[config.mk]
export PLATFORM = sky130hd
export DESIGN_NAME = jtcontra_gfx_rom_arb_flat
export DESIGN_NICKNAME = d
export VERILOG_FILES = /design/src/rtl/jtcontra_gfx_rom_arb_if.sv /design/src/rtl/jtcontra_gfx_rom_arb.sv /design/src/flat_wrapper.sv
export SDC_FILE = /design/constraint.sdc
export NUM_CORES = 1
export LEC_CHECK = 0
export CAP_MARGIN = 20
export CORE_MARGIN = 2
export CORE_UTILIZATION = 39
export CTS_CLUSTER_SIZE = 12
export DETAILED_ROUTE_END_ITERATION = 10
export PLACE_DENSITY = 0.81
export SYNTH_ARGS = -nofsm -noshare
export SYNTH_HDL_FRONTEND = slang
export SYNTH_SLANG_ARGS = --single-unit
[constraint.sdc]
create_clock -name clk -period 3.75 [get_ports clk]
set_input_delay 0.9375 -clock clk [delete_from_list [all_inputs] [get_ports clk]]
set_output_delay 0.9375 -clock clk [all_outputs]
set_load 0.005 [all_outputs]
[src/rtl/jtcontra_gfx_rom_arb_if.sv]
// Shared 007121 graphics ROM port bundle: two requesters (obj, scr), the SDRAM side and arbiter status.
// The slave modport is the arbiter's view; the master modport is the environment driving it.
interface jtcontra_gfx_rom_arb_if #(
    parameter int AW = 18,
    parameter int DW = 16
);
    logic          obj_cs;
    logic [AW-1:0] obj_addr;
    logic          obj_ok;
    logic [DW-1:0] obj_data;

    logic          scr_cs;
    logic [AW-1:0] scr_addr;
    logic          scr_ok;
    logic [DW-1:0] scr_data;

    logic          rom_cs;
    logic [AW-1:0] rom_addr;
    logic          rom_ok;
    logic [DW-1:0] rom_data;

    logic [1:0]    owner;
    logic          wdog_err;

    modport slave (
        input  obj_cs, obj_addr, scr_cs, scr_addr, rom_ok, rom_data,
        output obj_ok, obj_data, scr_ok, scr_data, rom_cs, rom_addr, owner, wdog_err
    );

    modport master (
        output obj_cs, obj_addr, scr_cs, scr_addr, rom_ok, rom_data,
        input  obj_ok, obj_data, scr_ok, scr_data, rom_cs, rom_addr, owner, wdog_err
    );
endinterface

[src/rtl/jtcontra_gfx_rom_arb.sv]
// Round-robin arbiter sharing one graphics SDRAM ROM port between the sprite (obj) and tile (scr) engines.
// Optional grant watchdog enabled by defining JTCONTRA_ROM_ARB_WDOG_EN.
module jtcontra_gfx_rom_arb #(
    parameter int AW      = 18,
    parameter int DW      = 16,
    parameter int OK_MASK = 1,
    parameter int WDOG    = 255
) (
    input  logic                    clk,
    input  logic                    rst_n,
    jtcontra_gfx_rom_arb_if.slave   bus
);

    typedef enum logic [1:0] {
        ST_IDLE = 2'b00,
        ST_OBJ  = 2'b01,
        ST_SCR  = 2'b10,
        ST_GAP  = 2'b11
    } state_e;

    localparam logic [1:0] MASK_LD = 2'(OK_MASK);

    state_e        state_q, state_d;
    logic          last_scr_q, last_scr_d;
    logic [AW-1:0] rom_addr_q, rom_addr_d;
    logic [1:0]    mask_q, mask_d;
    logic          rom_cs_q, rom_cs_d;
    logic [1:0]    owner_q, owner_d;

    logic          granted;
    logic          own_cs;
    logic          oth_cs;
    logic [AW-1:0] own_addr;
    logic          own_ok;
    logic          wdog_hit;

    assign granted  = (state_q == ST_OBJ) || (state_q == ST_SCR);
    assign own_cs   = (state_q == ST_SCR) ? bus.scr_cs   : bus.obj_cs;
    assign oth_cs   = (state_q == ST_SCR) ? bus.obj_cs   : bus.scr_cs;
    assign own_addr = (state_q == ST_SCR) ? bus.scr_addr : bus.obj_addr;

    // Stale data from the previous address is rejected until the mask expires and the address matches.
    assign own_ok = granted && bus.rom_ok && (mask_q == 2'd0) && (own_addr == rom_addr_q);

    // NOTE: every variable assigned in this block gets a default first, so no path can infer a latch.
    always_comb begin
        state_d    = state_q;
        last_scr_d = last_scr_q;
        rom_addr_d = rom_addr_q;
        mask_d     = mask_q;

        case (state_q)
            ST_IDLE: begin
                if (bus.obj_cs && (!bus.scr_cs || last_scr_q)) begin
                    state_d    = ST_OBJ;
                    rom_addr_d = bus.obj_addr;
                    mask_d     = MASK_LD;
                end else if (bus.scr_cs) begin
                    state_d    = ST_SCR;
                    rom_addr_d = bus.scr_addr;
                    mask_d     = MASK_LD;
                end
            end
            ST_OBJ, ST_SCR: begin
                rom_addr_d = own_addr;
                if (own_addr != rom_addr_q) begin
                    mask_d = MASK_LD;
                end else if (mask_q != 2'd0) begin
                    mask_d = mask_q - 2'd1;
                end
                if (!own_cs || (own_ok && oth_cs) || wdog_hit) begin
                    state_d    = ST_GAP;
                    last_scr_d = (state_q == ST_SCR);
                end
            end
            default: begin
                // The single GAP cycle gives the SDRAM a cs falling edge between owners.
                state_d = ST_IDLE;
            end
        endcase

        rom_cs_d = (state_d == ST_OBJ) || (state_d == ST_SCR);
        owner_d  = {state_d == ST_SCR, state_d == ST_OBJ};
    end

    // NOTE: state registers use non-blocking assignments so every flop samples pre-edge values.
    always_ff @(posedge clk or negedge rst_n) begin
        if (!rst_n) begin
            state_q    <= ST_IDLE;
            last_scr_q <= 1'b1;
            rom_addr_q <= '0;
            mask_q     <= 2'd0;
            rom_cs_q   <= 1'b0;
            owner_q    <= 2'b00;
        end else begin
            state_q    <= state_d;
            last_scr_q <= last_scr_d;
            rom_addr_q <= rom_addr_d;
            mask_q     <= mask_d;
            rom_cs_q   <= rom_cs_d;
            owner_q    <= owner_d;
        end
    end

`ifdef JTCONTRA_ROM_ARB_WDOG_EN
    localparam int WW = $clog2(WDOG + 1);

    logic [WW-1:0] wdog_q, wdog_d;
    logic          wdog_err_q;

    // Counts granted cycles without a delivered ok; the last counted cycle forces release.
    always_comb begin
        wdog_d   = '0;
        wdog_hit = 1'b0;
        if (granted && !own_ok) begin
            wdog_d   = wdog_q + 1'b1;
            wdog_hit = (wdog_q == WW'(WDOG - 1));
        end
    end

    always_ff @(posedge clk or negedge rst_n) begin
        if (!rst_n) begin
            wdog_q     <= '0;
            wdog_err_q <= 1'b0;
        end else begin
            wdog_q     <= wdog_d;
            wdog_err_q <= wdog_hit;
        end
    end

    assign bus.wdog_err = wdog_err_q;
`else
    logic unused_wdog;

    assign wdog_hit     = 1'b0;
    assign unused_wdog  = ^WDOG;
    assign bus.wdog_err = 1'b0;
`endif

    assign bus.rom_cs   = rom_cs_q;
    assign bus.rom_addr = rom_addr_q;
    assign bus.owner    = owner_q;
    assign bus.obj_ok   = (state_q == ST_OBJ) && own_ok;
    assign bus.scr_ok   = (state_q == ST_SCR) && own_ok;
    assign bus.obj_data = bus.rom_data;
    assign bus.scr_data = bus.rom_data;

endmodule

[src/flat_wrapper.sv]
// flat-port wrapper written by rule: the top's interface ports become plain ports
module jtcontra_gfx_rom_arb_flat 
#(
    parameter int AW      = 18,
    parameter int DW      = 16,
    parameter int OK_MASK = 1,
    parameter int WDOG    = 255
)
  (clk, rst_n, bus_obj_cs, bus_obj_addr, bus_scr_cs, bus_scr_addr, bus_rom_ok, bus_rom_data, bus_obj_ok, bus_obj_data, bus_scr_ok, bus_scr_data, bus_rom_cs, bus_rom_addr, bus_owner, bus_wdog_err);
  jtcontra_gfx_rom_arb_if #(.AW(AW), .DW(DW)) bus_i ();
  input  logic clk;
  input  logic rst_n;
  input wire logic [$bits(bus_i.obj_cs)-1:0] bus_obj_cs;
  input wire logic [$bits(bus_i.obj_addr)-1:0] bus_obj_addr;
  input wire logic [$bits(bus_i.scr_cs)-1:0] bus_scr_cs;
  input wire logic [$bits(bus_i.scr_addr)-1:0] bus_scr_addr;
  input wire logic [$bits(bus_i.rom_ok)-1:0] bus_rom_ok;
  input wire logic [$bits(bus_i.rom_data)-1:0] bus_rom_data;
  output wire logic [$bits(bus_i.obj_ok)-1:0] bus_obj_ok;
  output wire logic [$bits(bus_i.obj_data)-1:0] bus_obj_data;
  output wire logic [$bits(bus_i.scr_ok)-1:0] bus_scr_ok;
  output wire logic [$bits(bus_i.scr_data)-1:0] bus_scr_data;
  output wire logic [$bits(bus_i.rom_cs)-1:0] bus_rom_cs;
  output wire logic [$bits(bus_i.rom_addr)-1:0] bus_rom_addr;
  output wire logic [$bits(bus_i.owner)-1:0] bus_owner;
  output wire logic [$bits(bus_i.wdog_err)-1:0] bus_wdog_err;
  assign bus_i.obj_cs = bus_obj_cs;
  assign bus_i.obj_addr = bus_obj_addr;
  assign bus_i.scr_cs = bus_scr_cs;
  assign bus_i.scr_addr = bus_scr_addr;
  assign bus_i.rom_ok = bus_rom_ok;
  assign bus_i.rom_data = bus_rom_data;
  assign bus_obj_ok = bus_i.obj_ok;
  assign bus_obj_data = bus_i.obj_data;
  assign bus_scr_ok = bus_i.scr_ok;
  assign bus_scr_data = bus_i.scr_data;
  assign bus_rom_cs = bus_i.rom_cs;
  assign bus_rom_addr = bus_i.rom_addr;
  assign bus_owner = bus_i.owner;
  assign bus_wdog_err = bus_i.wdog_err;
  jtcontra_gfx_rom_arb #(.AW(AW), .DW(DW), .OK_MASK(OK_MASK), .WDOG(WDOG)) u_core (.clk(clk), .rst_n(rst_n), .bus(bus_i));
endmodule
==> results.py, run 1 <==
metrics = {
    "run_status": {
        "outcome": "complete, no violations",
    },
    "synthesis": {
        "synth_area_sq_mm": 0.002008,
        "synth_fp_nets": 272,
        "ys_types": 30,
        "yosysTopAreaCell": "dfrtp_1",
        "yosysWarningCount": 0,
        "ys_ff_latch": 26,
        "seq_area_frac_synth_pct": 32.46,
        "syn_area_per_cell_sq_um": 9.655,
        "netlist.area_leader.share_pct": 31.15,
        "synthTopCellsByArea": "dfrtp_1, mux2i_1, buf_4, xor2_1, o21ai_0",
        "ys.flop_type": "dfrtp_1",
        "synthCells": 208,
        "synth-async-reset-ratio_pct": 100.0,
        "synth_edf_count": 0,
    },
    "floorplanning": {
        "dieHeight_um": 75.76,
        "coreArea_sq_mm": 0.005042,
        "fp.dieArea_sq_mm": 0.005739,
        "ios": 113,
        "die_w_um": 75.76,
        "rows": 26,
        "start_util_pct": 39.83,
    },
    "placed_design": {
        "portBuffers": 63,
        "gp_congestion": 0.7891,
        "placedCellCount": 309,
        "place_ws_ps": -556.1,
        "dp_hpwl_mm": 3.231,
    },
    "min_path": {
        "hold_path_class": "flip-flop to flip-flop",
        "hp-start": "u_core.mask_q[1]$_DFFE_PN0P_",
        "hold_end": "u_core.mask_q[1]$_DFFE_PN0P_",
        "whs_path_depth": 1,
    },
    "final_layout": {
        "drive_above_1_share_pct": 13.25,
        "layout_common_cells": "mux2i_1, clkdlybuf4s50_1, dfrtp_1",
        "final_util_pct": 52.16,
        "nets": 314,
        "multi_input_area_sq_mm": 0.001051,
        "diodes": 0,
        "ff_latch_area_sq_um": 651.9,
        "finalNonFillerCells": 319,
        "layout_commonest_cell": "mux2i_1",
        "syn_to_final_growth_pct": 30.97,
        "num-fill-cells": 478,
    },
    "pwr": {
        "p_comb_share_pct": 65.1,
        "p_sw_uw": 807.3,
        "power_frac_clock_pct": 9.1,
        "p_seq_share_pct": 25.9,
        "p_int_mw": 1.249,
        "fin_total_pwr_mw": 2.056,
        "leakage_nw": 1.257,
        "power_density_mw_per_mm2": 781.7,
        "swShare_pct": 39.27,
        "peakVddDrop_mv": 0.3901,
    },
    "cts": {
        "clk_pin_slew_ps": 90,
        "numCtsBuffers": 3,
        "cts_hold_buf": 0,
        "cts_max_level": 1,
        "clk_latency_ps": 270,
        "clockBufferDepth": 2,
        "cts_tree": "done",
        "cts_sinks": 26,
        "cts-root-buf": "clkbuf_8",
    },
    "critical_path": {
        "end_kind": "output pin",
        "worst_ep_required_time_ps": 2810,
        "rrSetupSlack_ps": 720,
        "cp_max_fo": 2,
        "reg2reg_from": "u_core.state_q[0]$_DFF_PN0_",
        "r2r_cells": 13,
        "critPathLaunchType": "primary input",
        "rr_endpoint": "u_core.bus.rom_cs$_DFF_PN0_",
        "worstPathArrival_ps": 2730,
        "crit_type": "primary input to output pin",
    },
    "sta": {
        "worstMarginPinSlew_ps": 623.2,
        "period_share_pct": 97.69,
        "slew_viol_final": 0,
        "setup_viol": 0,
        "worst_slack_ps": 86.79,
        "hold_violations": 0,
        "clock_skew_ps": 4.633,
        "fin_crit_ps": 3663,
        "fmax_ghz": 0.2730,
        "relSlewSlack_pct": 58.45,
        "hold_slack_ps": 506.1,
    },
    "grt": {
        "overflow": 0,
        "grt_max_degree": 27,
        "track_usage_pct": 15.07,
        "grt_pass1_wl_mm": 6.575,
        "antenna_found_initial": 0,
        "grt_pass1_vias": 1419,
    },
    "route": {
        "wl_per_cell_um": 13.54,
        "final_antenna_net_count": 0,
        "first_iter_violations": 46,
        "route.vias.total": 1543,
        "vias_per_cell": 4.837,
        "wl_mm": 4.318,
        "drc": 0,
        "drt_pass1_iterations": 4,
    },
    "job": {
        "cap_violations": 0,
    },
}
layout make-up:
cell class	count	area share (%)
inverter	9	1.284
tap	70	3.330
multi-input combinational	131	39.96
sequential	26	24.79
timing repair buffer	79	28.54
clock buffer	4	2.093
worst max-delay path: stages:
cell and delay (ps):
dlygate4sd2_1 240, mux2i_1 160, xor2_1 190, nand4_1 130, or4_4 580, nor3_4 210
and3_1 160, buf_2 110
what timing repair did:
action | CTS | global route
endpoints found under the setup margin | 2 | 2
setup buffers | 0 | 6
pin swaps | 21 | 9
gates resized for setup | 32 | 13
how the worst max path moves through the flow:
stage	start	to	cells after the start
global placement	bus_scr_addr[2]	bus_scr_ok	8
floorplan	bus_scr_addr[4]	bus_obj_ok	6
CTS	bus_scr_addr[10]	bus_obj_ok	8
finish	bus_scr_addr[2]	bus_obj_ok	8
detailed placement	bus_scr_addr[0]	bus_scr_ok	8
global route	u_core.state_q[0]$_DFF_PN0_	bus_obj_ok	11
routing by layer:
| layer | global-route usage, % | routed length, um | vias to the layer above |
|---|---|---|---|
| met2 | 25.57 | 2124 | 54 |
| met4 | 4.483 | 72 | 0 |
| met3 | 5.026 | 364 | 13 |
| met1 | 18.10 | 1756 | 721 |
| met5 | 0 | 0 | - |
| li1 | - | - | 755 |
metrics by stage:
step	setup TNS (ps)	area, sq um
floorplan	0	2008
detailed placement	-1111	2519
global placement	-1205	2519
finish	0	2630
CTS	0	2557
global route	-14.14	2630
Yosys cell counts, drive strengths merged (2+ instances only):
master / instances
mux2i: 38
nand2: 21
clkbuf: 5
dfrtp: 25
ha: 7
nand3: 2
a22o: 2
o21bai: 2
o31ai: 2
o21ai: 21
mux2: 2
xor2: 18
inv: 9
o21ba: 2
buf: 37
and3: 2
nand4: 5
registers in the layout, indices dropped and copies added, names as in the netlist:
signal	count
u_core.bus.owner	2
u_core.bus.rom_addr	18
u_core.bus.rom_cs	1
u_core.last_scr_q	1
u_core.mask_q	2
u_core.state_q	2
kinds of logic (layout without fill, tap and decap cells):
group | Yosys count | count (layout) | share of synthesized area [%]
buf+inv | 51 | 92 | 17.01
mux | 40 | 40 | 20.25
simple gates | 35 | 35 | 8.224
compound gates | 30 | 30 | 9.658
flops | 26 | 26 | 32.46
xor+xnor | 18 | 18 | 7.850
fa+ha+maj | 7 | 7 | 4.361
other cells | 1 | 1 | 0.1867
power by group through the flow:
| stage | clock network (mW) | registers, mW | logic, mW |
|---|---|---|---|
| finish | 0.187 | 0.532 | 1.34 |
| global route | 0.198 | 0.553 | 1.47 |
| CTS | 0.189 | 0.532 | 1.29 |
| detailed placement | 0 | 0.535 | 1.29 |
| global placement | 0 | 0.531 | 1.26 |
| floorplan | 0 | 0.538 | 0.813 |
(Power assumes the default switching activity.)
==> run 2: changes to the inputs <==
--- a/config.mk
+++ b/config.mk
@@ -11,6 +11,7 @@
 export CTS_CLUSTER_SIZE = 12
 export DETAILED_ROUTE_END_ITERATION = 10
 export PLACE_DENSITY = 0.81
+export SKIP_CTS_REPAIR_TIMING = 1
 export SYNTH_ARGS = -nofsm -noshare
 export SYNTH_HDL_FRONTEND = slang
 export SYNTH_SLANG_ARGS = --single-unit
==> results.py, run 2 (synthesized netlist as in run 1, its figures left out) <==
metrics = {
    "sta": {
        "hold_violations": 0,
        "fmax_ghz": 0.2733,
        "fin_crit_ps": 3659,
        "slew_viol_final": 0,
        "period_share_pct": 97.58,
        "setup_viol": 0,
        "relSlewSlack_pct": 58.34,
        "worstMarginPinSlew_ps": 624.8,
        "hold_slack_ps": 505.8,
        "grt_setup_unrepaired": "false",
        "clock_skew_ps": 3.095,
        "fin_setup_tns_ps": 0,
    },
    "grt": {
        "track_usage_pct": 15.34,
        "grt_max_degree": 27,
        "grt_pass1_vias": 1438,
        "overflow": 0,
        "antenna_found_initial": 0,
        "grt_pass1_wl_mm": 6.693,
    },
    "route": {
        "first_iter_violations": 62,
        "vias_per_cell": 4.834,
        "route.vias.total": 1518,
        "drt_pass1_iterations": 4,
        "wl_mm": 4.329,
        "final_antenna_net_count": 0,
        "wl_per_cell_um": 13.79,
        "drc": 0,
    },
    "final_layout": {
        "drive_above_1_share_pct": 11.48,
        "num-fill-cells": 461,
        "diodes": 0,
        "nets": 309,
        "finalNonFillerCells": 314,
        "largest_reg_flops": 18,
        "layout_common_cells": "mux2i_1, clkdlybuf4s50_1, dfrtp_1",
        "syn_to_final_growth_pct": 32.96,
    },
    "critical_path": {
        "crit_type": "primary input to output pin",
        "rr_endpoint": "u_core.bus.rom_cs$_DFF_PN0_",
        "reg2reg_from": "u_core.state_q[0]$_DFF_PN0_",
        "worstPathArrival_ps": 2720,
        "cp_max_fo": 2,
        "end_kind": "output pin",
        "startpoint": "bus_obj_addr[6]",
        "worst_ep_required_time_ps": 2810,
        "crit_path_end": "bus_obj_ok",
        "r2r_cells": 13,
        "critPathLaunchType": "primary input",
        "rrSetupSlack_ps": 680,
    },
    "floorplanning": {
        "coreArea_sq_mm": 0.005042,
        "fp.dieArea_sq_mm": 0.005739,
        "rows": 26,
        "dieHeight_um": 75.76,
        "ios": 113,
        "die_w_um": 75.76,
        "start_util_pct": 39.83,
    },
    "cts": {
        "clockBufferDepth": 2,
        "numCtsBuffers": 3,
        "clk_latency_ps": 270,
        "cts-root-buf": "clkbuf_8",
        "cts_sinks": 26,
        "cts_tree": "done",
        "clk_pin_slew_ps": 90,
        "cts_max_level": 1,
    },
    "pwr": {
        "peakVddDrop_mv": 0.3305,
        "power_density_mw_per_mm2": 760.9,
        "leakage_nw": 1.365,
    },
    "placed_design": {
        "gp_congestion": 0.7891,
        "placedCellCount": 309,
        "portBuffers": 63,
        "dp_hpwl_mm": 3.231,
    },
    "min_path": {
        "hold_path_class": "flip-flop to flip-flop",
    },
    "run_status": {
        "outcome": "complete, no violations",
    },
    "job": {
        "cap_violations": 0,
    },
}
-- run 2: worst min-delay path by stage --
stage / startpoint / to / slack (ps) / cells past startpoint
CTS: u_core.mask_q[1]$_DFFE_PN0P_ / u_core.mask_q[1]$_DFFE_PN0P_ / 510 / 1
floorplan: u_core.mask_q[1]$_DFFE_PN0P_ / u_core.mask_q[1]$_DFFE_PN0P_ / 470 / 1
finish: u_core.mask_q[1]$_DFFE_PN0P_ / u_core.mask_q[1]$_DFFE_PN0P_ / 510 / 1
global route: u_core.mask_q[1]$_DFFE_PN0P_ / u_core.mask_q[1]$_DFFE_PN0P_ / 540 / 1
global placement: u_core.mask_q[1]$_DFFE_PN0P_ / u_core.mask_q[1]$_DFFE_PN0P_ / 480 / 1
detailed placement: u_core.mask_q[1]$_DFFE_PN0P_ / u_core.mask_q[1]$_DFFE_PN0P_ / 490 / 1
-- run 2: per-layer routing --
metal / global-route usage [%] / wire length [um]
met4: 4.483 / 72
met2: 25.77 / 2115
met1: 18.72 / 1758
met5: 0 / 0
met3: 5.026 / 382
-- run 2: layout make-up --
class | count | area (sq um) | area share [%]
Clock buffer | 4 | 55.05 | 2.062
Inverter | 9 | 33.78 | 1.265
Multi-Input combinational cell | 131 | 1041 | 38.99
Sequential cell | 26 | 651.9 | 24.41
Tap cell | 70 | 87.58 | 3.280
Timing Repair Buffer | 74 | 800.8 | 29.99
-- run 2: where the power goes --
group / internal [mW] / leakage [nW] / switching [mW]
clock: 0.0940 / 0.0288 / 0.0906
sequential: 0.422 / 0.310 / 0.109
combinational: 0.716 / 1.03 / 0.600
-- run 2: stage by stage --
stage / worst slack [ps] / cell area, sq um / power, mW / util (%)
after floorplan: 537.3 / 2008 / 1.351 / -
after global placement: -603.0 / 2519 / 1.790 / 49.95
after detailed placement: -556.1 / 2519 / 1.828 / 49.95
after CTS: -557.7 / 2574 / 2.017 / 51.04
after global routing: 0.5571 / 2670 / 2.196 / 52.95
final: 90.80 / 2670 / 2.032 / 52.95
-- run 2: critical path, cell delays in order --
cell	delay (ps)
clkdlybuf4s50_1	410
mux2i_1	160
xor2_1	150
nand4_1	120
or4_4	520
nor3_4	140
and3_1	170
clkbuf_2	110
